==> config.mk <==
export PLATFORM = sky130hd
export DESIGN_NAME = rtc_bus_responder
export DESIGN_NICKNAME = d
export VERILOG_FILES = /design/src/rtl/rtc_bus_responder.sv
export SDC_FILE = /design/constraint.sdc
export NUM_CORES = 1
export LEC_CHECK = 0
export BUFFER_PORTS_ARGS = -buffer_cell sky130_fd_sc_hd__clkbuf_2
export CORE_MARGIN = 2
export CORE_UTILIZATION = 45
export CTS_CLUSTER_SIZE = 25
export DETAILED_ROUTE_END_ITERATION = 8
export SLEW_MARGIN = 30
export SYNTH_ARGS = -nofsm -noshare
export SYNTH_HDL_FRONTEND = slang
export SYNTH_SLANG_ARGS = --single-unit
==> constraint.sdc <==
create_clock -name clk -period 5.5 [get_ports clk]
set_input_delay 0.55 -clock clk [delete_from_list [all_inputs] [get_ports clk]]
set_output_delay 0.55 -clock clk [all_outputs]
set_load 0.05 [all_outputs]
==> src/rtl/rtc_bus_responder.sv <==
// rtc_bus_responder: stand-in for the external RTC chip on the multiplexed
// A_D/RD/WR/CS bus. Synchronizes every bus input, decodes address and data
// phases with a three-state FSM, holds a 16-byte register file and drives
// read data back onto the bus.
// Optional feature macro: RTC_RESP_TICK_EN. When defined, the 1 Hz tick
// advances BCD seconds/minutes/hours (registers 0x01-0x03) unless STOP is set.
module rtc_bus_responder #(
    parameter int SYNC_STAGES = 2
) (
    input  logic       clk,
    input  logic       reset,
    input  logic       CS,
    input  logic       RD,
    input  logic       WR,
    input  logic       A_D,
    input  logic [7:0] ad_in,
    output logic [7:0] ad_out,
    output logic       ad_oe,
    input  logic       tick,
    output logic [7:0] addr_q,
    output logic       wr_done,
    output logic       bus_err
);

    localparam logic [1:0] ST_IDLE   = 2'd0;
    localparam logic [1:0] ST_WR_ACT = 2'd1;
    localparam logic [1:0] ST_RD_ACT = 2'd2;

    // Packed bus word {CS, RD, WR, A_D, ad_in}; strobes idle high, rest low.
    localparam logic [11:0] SYNC_RST = 12'hE00;

    logic [SYNC_STAGES-1:0][11:0] sync_q, sync_d;
    logic [1:0]        state_q, state_d;
    logic [7:0]        addr_d;
    logic              wr_done_q, wr_done_d;
    logic              bus_err_q, bus_err_d;
    logic [15:0][7:0]  regs_q, regs_d;

    logic              cs_s, rd_s, wr_s, ad_s;
    logic [7:0]        din_s;
    logic              addr_in_range;

`ifdef RTC_RESP_TICK_EN
    // BCD increment with wrap to 0x00 once the value reaches max_v.
    function automatic logic [7:0] bcd_inc(input logic [7:0] v, input logic [7:0] max_v);
        logic [7:0] r;
        if (v == max_v)
            r = 8'h00;
        else if (v[3:0] >= 4'd9)
            r = {v[7:4] + 4'd1, 4'd0};
        else
            r = {v[7:4], v[3:0] + 4'd1};
        return r;
    endfunction
`else
    logic unused_tick;
    assign unused_tick = tick;
`endif

    assign cs_s  = sync_q[SYNC_STAGES-1][11];
    assign rd_s  = sync_q[SYNC_STAGES-1][10];
    assign wr_s  = sync_q[SYNC_STAGES-1][9];
    assign ad_s  = sync_q[SYNC_STAGES-1][8];
    assign din_s = sync_q[SYNC_STAGES-1][7:0];

    assign addr_in_range = (addr_q < 8'h10);

    // Shift the raw bus pins through the synchronizer chain.
    always_comb begin
        sync_d    = sync_q;
        sync_d[0] = {CS, RD, WR, A_D, ad_in};
        for (int i = 1; i < SYNC_STAGES; i++) begin
            sync_d[i] = sync_q[i-1];
        end
    end

    // Bus FSM, write commit, error flag and optional clock advance.
    always_comb begin
        state_d   = state_q;
        addr_d    = addr_q;
        wr_done_d = 1'b0;
        bus_err_d = bus_err_q | (~cs_s & ~rd_s & ~wr_s);
        regs_d    = regs_q;

`ifdef RTC_RESP_TICK_EN
        // Tick first, so a same-cycle bus write below overrides only its target.
        if (tick && !regs_q[0][0]) begin
            regs_d[1] = bcd_inc(regs_q[1], 8'h59);
            if (regs_q[1] == 8'h59) begin
                regs_d[2] = bcd_inc(regs_q[2], 8'h59);
                if (regs_q[2] == 8'h59) begin
                    regs_d[3] = bcd_inc(regs_q[3], 8'h23);
                end
            end
        end
`endif

        case (state_q)
            ST_IDLE: begin
                if (!cs_s && !wr_s && rd_s)
                    state_d = ST_WR_ACT;
                else if (!cs_s && !rd_s && wr_s)
                    state_d = ST_RD_ACT;
            end
            ST_WR_ACT: begin
                // Commit on exit, even when CS rose before WR.
                if (wr_s || cs_s) begin
                    state_d = ST_IDLE;
                    if (!ad_s) begin
                        addr_d = din_s;
                    end else begin
                        wr_done_d = 1'b1;
                        if (addr_in_range)
                            regs_d[addr_q[3:0]] = din_s;
                    end
                end
            end
            ST_RD_ACT: begin
                if (rd_s || cs_s)
                    state_d = ST_IDLE;
            end
            default: state_d = ST_IDLE;
        endcase
    end

    // Drive data only during a data-phase read; out-of-range reads return 0.
    always_comb begin
        ad_oe  = (state_q == ST_RD_ACT) && ad_s;
        ad_out = (ad_oe && addr_in_range) ? regs_q[addr_q[3:0]] : 8'h00;
    end

    assign wr_done = wr_done_q;
    assign bus_err = bus_err_q;

    // State registers with asynchronous active-low reset.
    always_ff @(posedge clk or negedge reset) begin
        if (!reset) begin
            sync_q    <= {SYNC_STAGES{SYNC_RST}};
            state_q   <= ST_IDLE;
            addr_q    <= 8'h00;
            wr_done_q <= 1'b0;
            bus_err_q <= 1'b0;
            regs_q    <= '0;
        end else begin
            sync_q    <= sync_d;
            state_q   <= state_d;
            addr_q    <= addr_d;
            wr_done_q <= wr_done_d;
            bus_err_q <= bus_err_d;
            regs_q    <= regs_d;
        end
    end

endmodule

* After elaboration in Yosys (flattened, before gate mapping)
Cells that the tools add are included.
Word-level totals: word-level logic and storage cells 67, output and inout port bits 19, input bits 15, bits in registers 164
Operators by class: eq/ne operators 5, $lt $le $gt $ge 3, reductions and logical operators 16, bitwise operators 7, muxes and demuxes 14
Operators by type and width (number):
- bitwise mux 128 bit | 1
- binary-select mux 8 bit (select 4 bit) | 1
- demux 8 bit (select 4 bit) | 1
- 2-to-1 mux 8 bit | 3
- less-than comparator 8 x 5 -> 1 bit, second input constant | 1
- 2-to-1 mux 2 bit | 4
- logical AND 1 bit | 7
- case mux 2 bit (3 select lines) | 1
- AND reduction 3 bit | 2
- less-than comparator 4 x 5 -> 1 bit, second input constant | 1
- greater-or-equal comparator 4 x 1 -> 1 bit, second input constant | 1
- != test 2 bit, second input constant | 2
- inverter 1 bit | 4
- AND reduction 4 bit | 1
- logical NOT 1 bit | 3
- 2-to-1 mux 1 bit | 3
- != test 3 bit, second input constant | 1
- bitwise AND 1 bit | 2
- equality test 2 x 1 -> 1 bit, second input constant | 1
- equality test 2 bit, second input constant | 1
- logical NOT 2 bit | 1
- logical OR 1 bit | 2
- OR 1 bit | 1

* Depth between registers and ports, before layout
Gate-level depths: netlist of the first run.
depth in word-level cells 6, mapped depth 5, gate-level depth less buffers 4

* Worst setup path after synthesis of the first run
Ideal clock, no wire load.
kind register to output, start point register addr_q[0], end point output ad_out[4], buffers on the path 2, required time 4950 ps, setup slack 2044 ps, data arrival time 2906 ps, stages on the path, launching flop included 6, cell sequence dfrtp_1 -> buf_2 -> buf_2 -> mux4_2 -> mux2i_1 -> a211oi_1
Between the ends: cells in the longest elaborated chain, start to end 3, elaborated cells between the ends (all ways) 5, classes of those cells 1 x order compare; 3 x mux; 1 x reduce/logical
RTL lines:
- from (decl) | line 20 | output logic [7:0] addr_q,
- from (signal assigned) | line 147 | addr_q <= addr_d;
- less-than comparator 8 x 5 -> 1 bit or binary-select mux 8 bit (select 4 bit) (tied branches) | line 66, 129
- logical AND 1 bit or 2-to-1 mux 8 bit (tied branches) | line 129 | ad_out = (ad_oe && addr_in_range) ? regs_q[addr_q[3:0]] : 8'h00;
- 2-to-1 mux 8 bit (*) | line 129
- to (decl) | line 17 | output logic [7:0] ad_out,
Mark *: on every way between the ends. The rest lies on a longest branch, timed or not. The select of a mux whose other input is x is not followed.

* Final worst setup path of the first run
start point register addr_q[0], end point output ad_out[5]
Same word-level chain as after synthesis.

==> impl_metrics.toml, run 1 <==
[yosys]
yosys-top-cells-area = "dfrtp_1, mux2_2, mux4_2"
synth_common_cells = "dfrtp_1, mux2_2, mux4_2, clkbuf_1, a211oi_1"
syn-mean-instance-area_um2 = 16.4
yosysMostFrequentCell = "dfrtp_1"
netlist_area_um2 = 7060
synth_cell_types = 27
ys_seq_area_share_pct = 58.3
synth_seq_cells = 164
synth_ff_type = "dfrtp_1"
syn_inst = 429
synth-async-reset-ratio_pct = 100
yosysTopAreaCell = "dfrtp_1"
syn-num-nets = 444
yosysWarnings = 0
yosysTopAreaCellShare_pct = 56.0
synth-edff-count = 0

[clocking]
htreeDepth = 4
cts_tree = "built"
cts_buffers = 17
cts_resized = 0
hold_buffers = 0
clk_latency_ns = 0.41
cts.sinks = 164
cts_buffer_depth = 2
clockRootBuffer = "clkbuf_16"
clk_pin_slew_ns = 0.06
post_cts_buffers = 0

[final_layout]
register_area_um2 = 4110
layout-drive-gt1-share_pct = 55.8
multiInputGateArea_um2 = 2840
nFillCells = 1262
diodes = 0
synthToLayoutAreaGrowth_pct = 13.5
fin_nets = 474

[global_routing]
grt_pass1_vias = 4012
overflow = 0
busiest_layer = "met1"
grt_pass1_wl_mm = 23.3
grt.total_usage_pct = 19.2
grt_util_met1_pct = 28.8
grt_max_degree = 115
grtUsageMet3_pct = 4.34
antenna_found_initial = 0
use_met2_pct = 28.1

[critical_path]
r2r_slack_ns = 2.72
rr_startpoint = "addr_q[6]$_DFFE_PN0P_"
worstPathRequired_ns = 4.95
critPathArrivalTime_ns = 3.08
crit_type = "reg -> out"
start_kind = "flip-flop"
r2r_cells = 5
cp-end-kind = "output port"
reg2reg_to = "regs_q[99]$_DFFE_PN0P_"
critPathMaxFanout = 26

[die]
num_rows = 45
initial_core_util_pct = 46.2
ios = 34
die_h_um = 129
dieArea_um2 = 16700
core_um2 = 15300
die_w_um = 129

[hold_path]
hold_class = "in -> async"

[routing]
drtIter0Drc = 212
ant_nets = 0
via_per_inst = 5.45
vias = 3716
wl_mm = 14.5
wl_per_cell_um = 21.3
drtPass1Iterations = 4
drc = 0

[pwr]
ir_drop_mv = 0.203
p_leak_nw = 3.83
p_total_mw = 2.99
powerDensity_nw_per_um2 = 373

[run_status]
status = "finished, final reports clean"

[run]
drv_cap = 0

[sta]
max_freq_mhz = 276
worst_pin_slew_ns = 0.929
final.setup.tns_ns = 0
slew_headroom_pct = 38.0
hold_violations = 0
setup_viol = 0
rsz0062_at_grt = "no"
period_share_pct = 66.0
whs_ns = 0.210
drv_slew = 0
fin_skew_ns = 0.00548
fin_crit_ns = 3.63

[place]
dpl.hpwl_mm = 9.04
place_congestion = 0.721
numPortBuffers = 32
[per-layer routing]
metal	vias up	share of wire, %
li1	1664	-
met1	2000	50
met2	43	47
met3	9	2.2
met4	0	1.2
met5	-	0
[layout by cell type, fill, tap and decap left out, types with 2 or more instances in the layout]
cell and count:
buf_4 5, clkbuf_2 31, clkbuf_8 2, mux2_2 136, nand3_2 9, a211oi_1 16, dfstp_2 6, nor2_1 7
dfrtp_2 2, clkinv_2 3, nand4_2 5, bufinv_16 2, mux4_2 32, dfrtp_1 156, nor2b_1 12, clkbuf_16 17
clkinvlp_4 4, clkinv_4 2, mux2i_1 8
[report_power, final]
part | internal (mW) | leakage, nW | switching (mW)
combinational | 0.182 | 1.36 | 0.231
clock | 0.690 | 0.277 | 0.468
sequential | 1.29 | 2.19 | 0.129
[worst max-delay path, cell delays in order (launching register included)]
cell and delay, ns:
dfrtp_2 0.91, buf_4 0.45, mux4_2 0.55, a211oi_1 0.34, a211oi_1 0.11, clkbuf_2 0.30
[state kept, by name, summed over array words and instances, names as in the netlist, 2 cells and up]
signal / cells
regs_q: 128
sync_d: 12
addr_q: 8
din_s: 8
state_q: 2
[stage by stage]
step | cell area (um^2) | std cells | worst slack [ns] | util [%]
final | 8010 | 682 | 1.87 | 52.5
after global routing | 8010 | 682 | 1.62 | 52.5
after CTS | 8010 | 682 | 1.75 | 52.5
after detailed placement | 7420 | 651 | 2.21 | 48.6
after global placement | 7410 | 650 | 2.22 | 48.5
after floorplan | 7060 | 429 | 2.04 | -
[cell families after synthesis]
kind of cell	synth area share, %
AO/OA/AOI/OAI	1.88
buffers and inverters	1.56
flip-flops	58.3
multiplexers	33.1
AND/OR/NAND/NOR	5.23
[layout make-up]
type                    count  share of cell area [%]
well taps                 211                    3.30
flip-flops and latches    164                    51.4
repair buffers             37                    2.59
clock inverters            12                    1.64
multi-input cells         239                    35.4
clock buffers              19                    5.66
[how the worst max path moves through the flow]
stage                                      from         to  slack, ns
final                     addr_q[0]$_DFFE_PN0P_  ad_out[5]       1.87
after global routing      addr_q[0]$_DFFE_PN0P_  ad_out[0]       1.62
after CTS                 addr_q[0]$_DFFE_PN0P_  ad_out[5]       1.75
after detailed placement  addr_q[0]$_DFFE_PN0P_  ad_out[5]       2.21
after global placement    addr_q[0]$_DFFE_PN0P_  ad_out[5]       2.22
after floorplan           addr_q[0]$_DFFE_PN0P_  ad_out[4]       2.04
(Power assumes the default switching activity.)
==> inputs of run 2 (changes only) <==
clock period = 3.7 ns   (was 5.5 ns; I/O delays follow)
==> impl_metrics.toml, run 2 (synthesized netlist as in run 1, its figures left out) <==
[final_layout]
layout-drive-gt1-share_pct = 55.7
layout_common_cells = "dfrtp_1, mux2_2, mux4_2"
fin_nets = 476
largest_register_ffs = 128
top_register = "regs_q"
final_common_cell = "dfrtp_1"
diodes = 0
nFillCells = 1253
postLayoutCellArea_um2 = 8030
synthToLayoutAreaGrowth_pct = 13.8
fin_cells = 685

[run]
drv_cap = 0

[sta]
fin_skew_ns = 0.00760
max_freq_mhz = 307
drv_slew = 0
fin_ws_ns = 0.438
period_share_pct = 88.2
hold_violations = 3
fin_crit_ns = 3.26
whs_ns = -0.0132
worst_pin_slew_ns = 0.943
setup_viol = 0
slew_headroom_pct = 37.1
rsz0062_at_grt = "no"
final.setup.tns_ns = 0

[critical_path]
slowest_stage = "dfrtp_2"
worstPathRequired_ns = 3.33
critPathMaxFanout = 26
cpPeakStageDelay_ns = 0.90
critPathArrivalTime_ns = 2.89
crit_start = "addr_q[0]$_DFFE_PN0P_"
cp-end-kind = "output port"
r2r_cells = 4
critical_path_buf_inv_count = 2
crit_family = "flip-flops"
reg2reg_to = "regs_q[113]$_DFFE_PN0P_"
worstPathCellList = "buf_4 -> mux4_2 -> mux2i_1 -> a211oi_1 -> clkbuf_2"
rr_startpoint = "addr_q[1]$_DFFE_PN0P_"
crit_type = "reg -> out"
start_kind = "flip-flop"
r2r_slack_ns = 0.92

[routing]
vias = 3735
drc = 0
drtIter0Drc = 256
wl_per_cell_um = 21.1
drtPass1Iterations = 4
via_per_inst = 5.45
wl_mm = 14.5
ant_nets = 0

[clocking]
clockRootBuffer = "clkbuf_16"
hold_buffers = 0
cts_resized = 0
htreeDepth = 4
cts_buffers = 17
clk_latency_ns = 0.42
cts.sinks = 164
clk_pin_slew_ns = 0.06
cts_tree = "built"
post_cts_buffers = 0
cts_buffer_depth = 2

[pwr]
ir_drop_mv = 0.315
powerDensity_nw_per_um2 = 553
p_leak_nw = 3.84

[global_routing]
grt_pass1_vias = 3956
antenna_found_initial = 0
overflow = 0
grt.total_usage_pct = 19.2
grt_pass1_wl_mm = 23.1
grt_max_degree = 88

[die]
core_um2 = 15300
num_rows = 45
ios = 34
die_w_um = 129
initial_core_util_pct = 46.2
dieArea_um2 = 16700
die_h_um = 129

[place]
dp.cells = 653
place_area_um2 = 7440
numPortBuffers = 32
post-place-ws_ns = 0.777
place_congestion = 0.739
dpl.hpwl_mm = 9.11

[hold_path]
hold_class = "in -> async"

[run_status]
failed_checks = "negative hold slack"
status = "complete, but fails checks"
-- run 2: worst max path at each step --
stage / slack, ns / to / depth (start not counted)
5_1_grt: 0.18 / ad_out[7] / 5
3_5_place_dp: 0.78 / ad_out[6] / 5
6_report: 0.44 / ad_out[6] / 5
3_3_place_gp: 0.80 / ad_out[7] / 5
4_1_cts: 0.31 / ad_out[6] / 5
2_1_floorplan: 0.42 / ad_out[4] / 5
-- run 2: per-stage QoR --
stage	util [%]	total power, mW
finish	52.6	4.44
global route	52.6	4.62
CTS	52.6	4.49
detailed placement	48.8	2.76
global placement	48.8	2.75
floorplan	-	2.55
-- run 2: power by group --
group	leakage, nW	internal [mW]	switching, mW	total (mW)
combinational	1.37	0.278	0.329	0.607
sequential	2.20	1.91	0.199	2.11
clock	0.272	0.990	0.728	1.72
-- run 2: final cells by class --
class	count	area, um^2	area share [%]
Clock inverter	12	120	1.50
Tap cell	211	264	3.29
Multi-Input combinational cell	239	2830	35.3
Clock buffer	20	467	5.81
Timing Repair Buffer	39	231	2.88
Sequential cell	164	4110	51.2
-- run 2: per-layer routing --
layer / track usage, % / wire [um]
met1: 26.9 / 6870
met2: 28.5 / 6700
met3: 6.40 / 744
met4: 6.07 / 163
met5: 0 / 0
-- run 2: worst reg2reg max path: stages (launching register included) --
cell and delay, ns:
dfrtp_1 0.96, buf_4 0.43, nor2b_1 0.47, nand4_2 0.38
mux2_2 0.42
==> inputs of run 3 (changes only) <==
--- a/constraint.sdc
+++ b/constraint.sdc
@@ -3,2 +3,2 @@
 set_output_delay 0.37 -clock clk [all_outputs]
-set_load 0.05 [all_outputs]
+set_load 0.1 [all_outputs]
==> impl_metrics.toml, run 3 (synthesized netlist as in run 1, its figures left out) <==
[critical_path]
reg2reg_to = "regs_q[113]$_DFFE_PN0P_"
critPathArrivalTime_ns = 2.91
crit_start = "addr_q[0]$_DFFE_PN0P_"
r2r_cells = 4
r2r_slack_ns = 0.88
start_kind = "flip-flop"
critPathMaxFanout = 13
crit_type = "reg -> out"
cp-end-kind = "output port"
worstPathRequired_ns = 3.33
rr_startpoint = "addr_q[6]$_DFFE_PN0P_"

[global_routing]
overflow = 0
grt.total_usage_pct = 20.0
antenna_found_initial = 0
grt_max_degree = 91
grt_pass1_vias = 4119
grt_pass1_wl_mm = 24.0

[die]
die_h_um = 129
die_w_um = 129
initial_core_util_pct = 46.2
core_um2 = 15300
dieArea_um2 = 16700
ios = 34
num_rows = 45

[sta]
max_freq_mhz = 305
fin_crit_ns = 3.28
setup_viol = 0
period_share_pct = 88.5
drv_slew = 0
whs_ns = 0.00288
fin_skew_ns = 0.00739
hold_violations = 0
slew_headroom_pct = 40.7
fin_ws_ns = 0.425
rsz0062_at_grt = "no"
worst_pin_slew_ns = 0.883
final.setup.tns_ns = 0

[routing]
ant_nets = 0
vias = 3811
drc = 0
wl_per_cell_um = 21.8
drtIter0Drc = 247
wl_mm = 15.1
drtPass1Iterations = 4
via_per_inst = 5.50

[pwr]
netSwitchingFraction_pct = 28.4
seqPwrFrac_pct = 42.4
switching_power_mw = 1.38
pwr-share-comb_pct = 16.8
p_int_mw = 3.48
p_leak_nw = 3.93
p_clk_share_pct = 40.8
ir_drop_mv = 0.338
powerDensity_nw_per_um2 = 590

[final_layout]
fin_nets = 484
synthToLayoutAreaGrowth_pct = 16.7
layout-drive-gt1-share_pct = 57.5
top_register = "regs_q"
final_common_cell = "dfrtp_1"
nFillCells = 1212
layout_common_cells = "dfrtp_1, mux2_2, mux4_2"
post-route-util_pct = 53.9
fin_cells = 693
diodes = 0
largest_register_ffs = 128

[place]
numPortBuffers = 32
dp.cells = 660
place_congestion = 0.727
dpl.hpwl_mm = 9.64
post-place-ws_ns = 0.811

[clocking]
htreeDepth = 4
clockRootBuffer = "clkbuf_16"
cts.sinks = 164
clk_latency_ns = 0.42
cts_tree = "built"
cts_buffers = 17
clk_pin_slew_ns = 0.06
cts_buffer_depth = 2

[hold_path]
hold_class = "in -> async"

[run]
drv_cap = 0

[run_status]
status = "finished, final reports clean"
[run 3: changes by cell type in the layout (fill, tap and decap cells not counted), moves of 2 or more]
cell	before	now
a211oi_4	0	4
buf_4	6	14
clkinv_4	2	0
clkinv_2	0	2
inv_6	4	2
clkbuf_1	0	3
clkbuf_8	3	0
clkinvlp_4	5	1
a211oi_2	0	4
a211oi_1	16	8
bufinv_16	1	6
[run 3: routing by layer]
| layer | up-vias | share of wire (%) | global-route usage (%) | wire length (um) |
|---|---|---|---|---|
| met5 | - | 0 | 0 | 0 |
| met4 | 0 | 0.87 | 5.56 | 132 |
| met3 | 10 | 3.4 | 4.95 | 517 |
| met2 | 55 | 48 | 30.9 | 7230 |
| met1 | 2063 | 48 | 28.5 | 7260 |
| li1 | 1683 | - | - | - |
[run 3: repair_timing]
action / in CTS / in global routing
hold buffers: 0 / 1
setup buffers: 0 / 0
endpoints found under the setup margin: 0 / 0
hold endpoints to repair: 0 / 1
gates resized for setup: 0 / 0
[run 3: area by class of cell]
class / instances / area [um^2] / share of cell area (%)
Tap cell: 211 / 264 / 3.21
Clock inverter: 12 / 226 / 2.75
Timing Repair Buffer: 47 / 282 / 3.42
Sequential cell: 164 / 4110 / 50.0
Clock buffer: 20 / 437 / 5.31
Multi-Input combinational cell: 239 / 2910 / 35.3
[run 3: worst max path at each step]
stage | endpoint | slack, ns | cells after the start
after global routing | ad_out[1] | 0.24 | 5
after CTS | ad_out[1] | 0.35 | 5
after global placement | ad_out[1] | 0.82 | 5
after floorplan | ad_out[2] | -0.02 | 5
after detailed placement | ad_out[1] | 0.81 | 5
final | ad_out[1] | 0.42 | 5
[run 3: worst max-delay path, stage by stage, from the launching register on]
cell      delay [ns]
dfrtp_2         0.63
buf_4           0.30
mux4_2          0.51
a211oi_1        0.52
a211oi_4        0.09
clkbuf_2        0.41
[run 3: through the flow]
stage / area (um^2) / power [mW]
2_1_floorplan: 7130 / 2.68
3_3_place_gp: 7550 / 2.90
3_5_place_dp: 7560 / 2.92
4_1_cts: 8220 / 4.91
5_1_grt: 8230 / 5.05
6_report: 8230 / 4.86
[run 3: power by group through the flow]
stage          Clock (mW)  Sequential (mW)  Combinational [mW]
3_5_place_dp            0             2.10               0.824
2_1_floorplan           0             2.19               0.492
6_report             1.98             2.06               0.815
5_1_grt              2.10             2.08               0.866
3_3_place_gp            0             2.09               0.814
4_1_cts              2.02             2.06               0.827
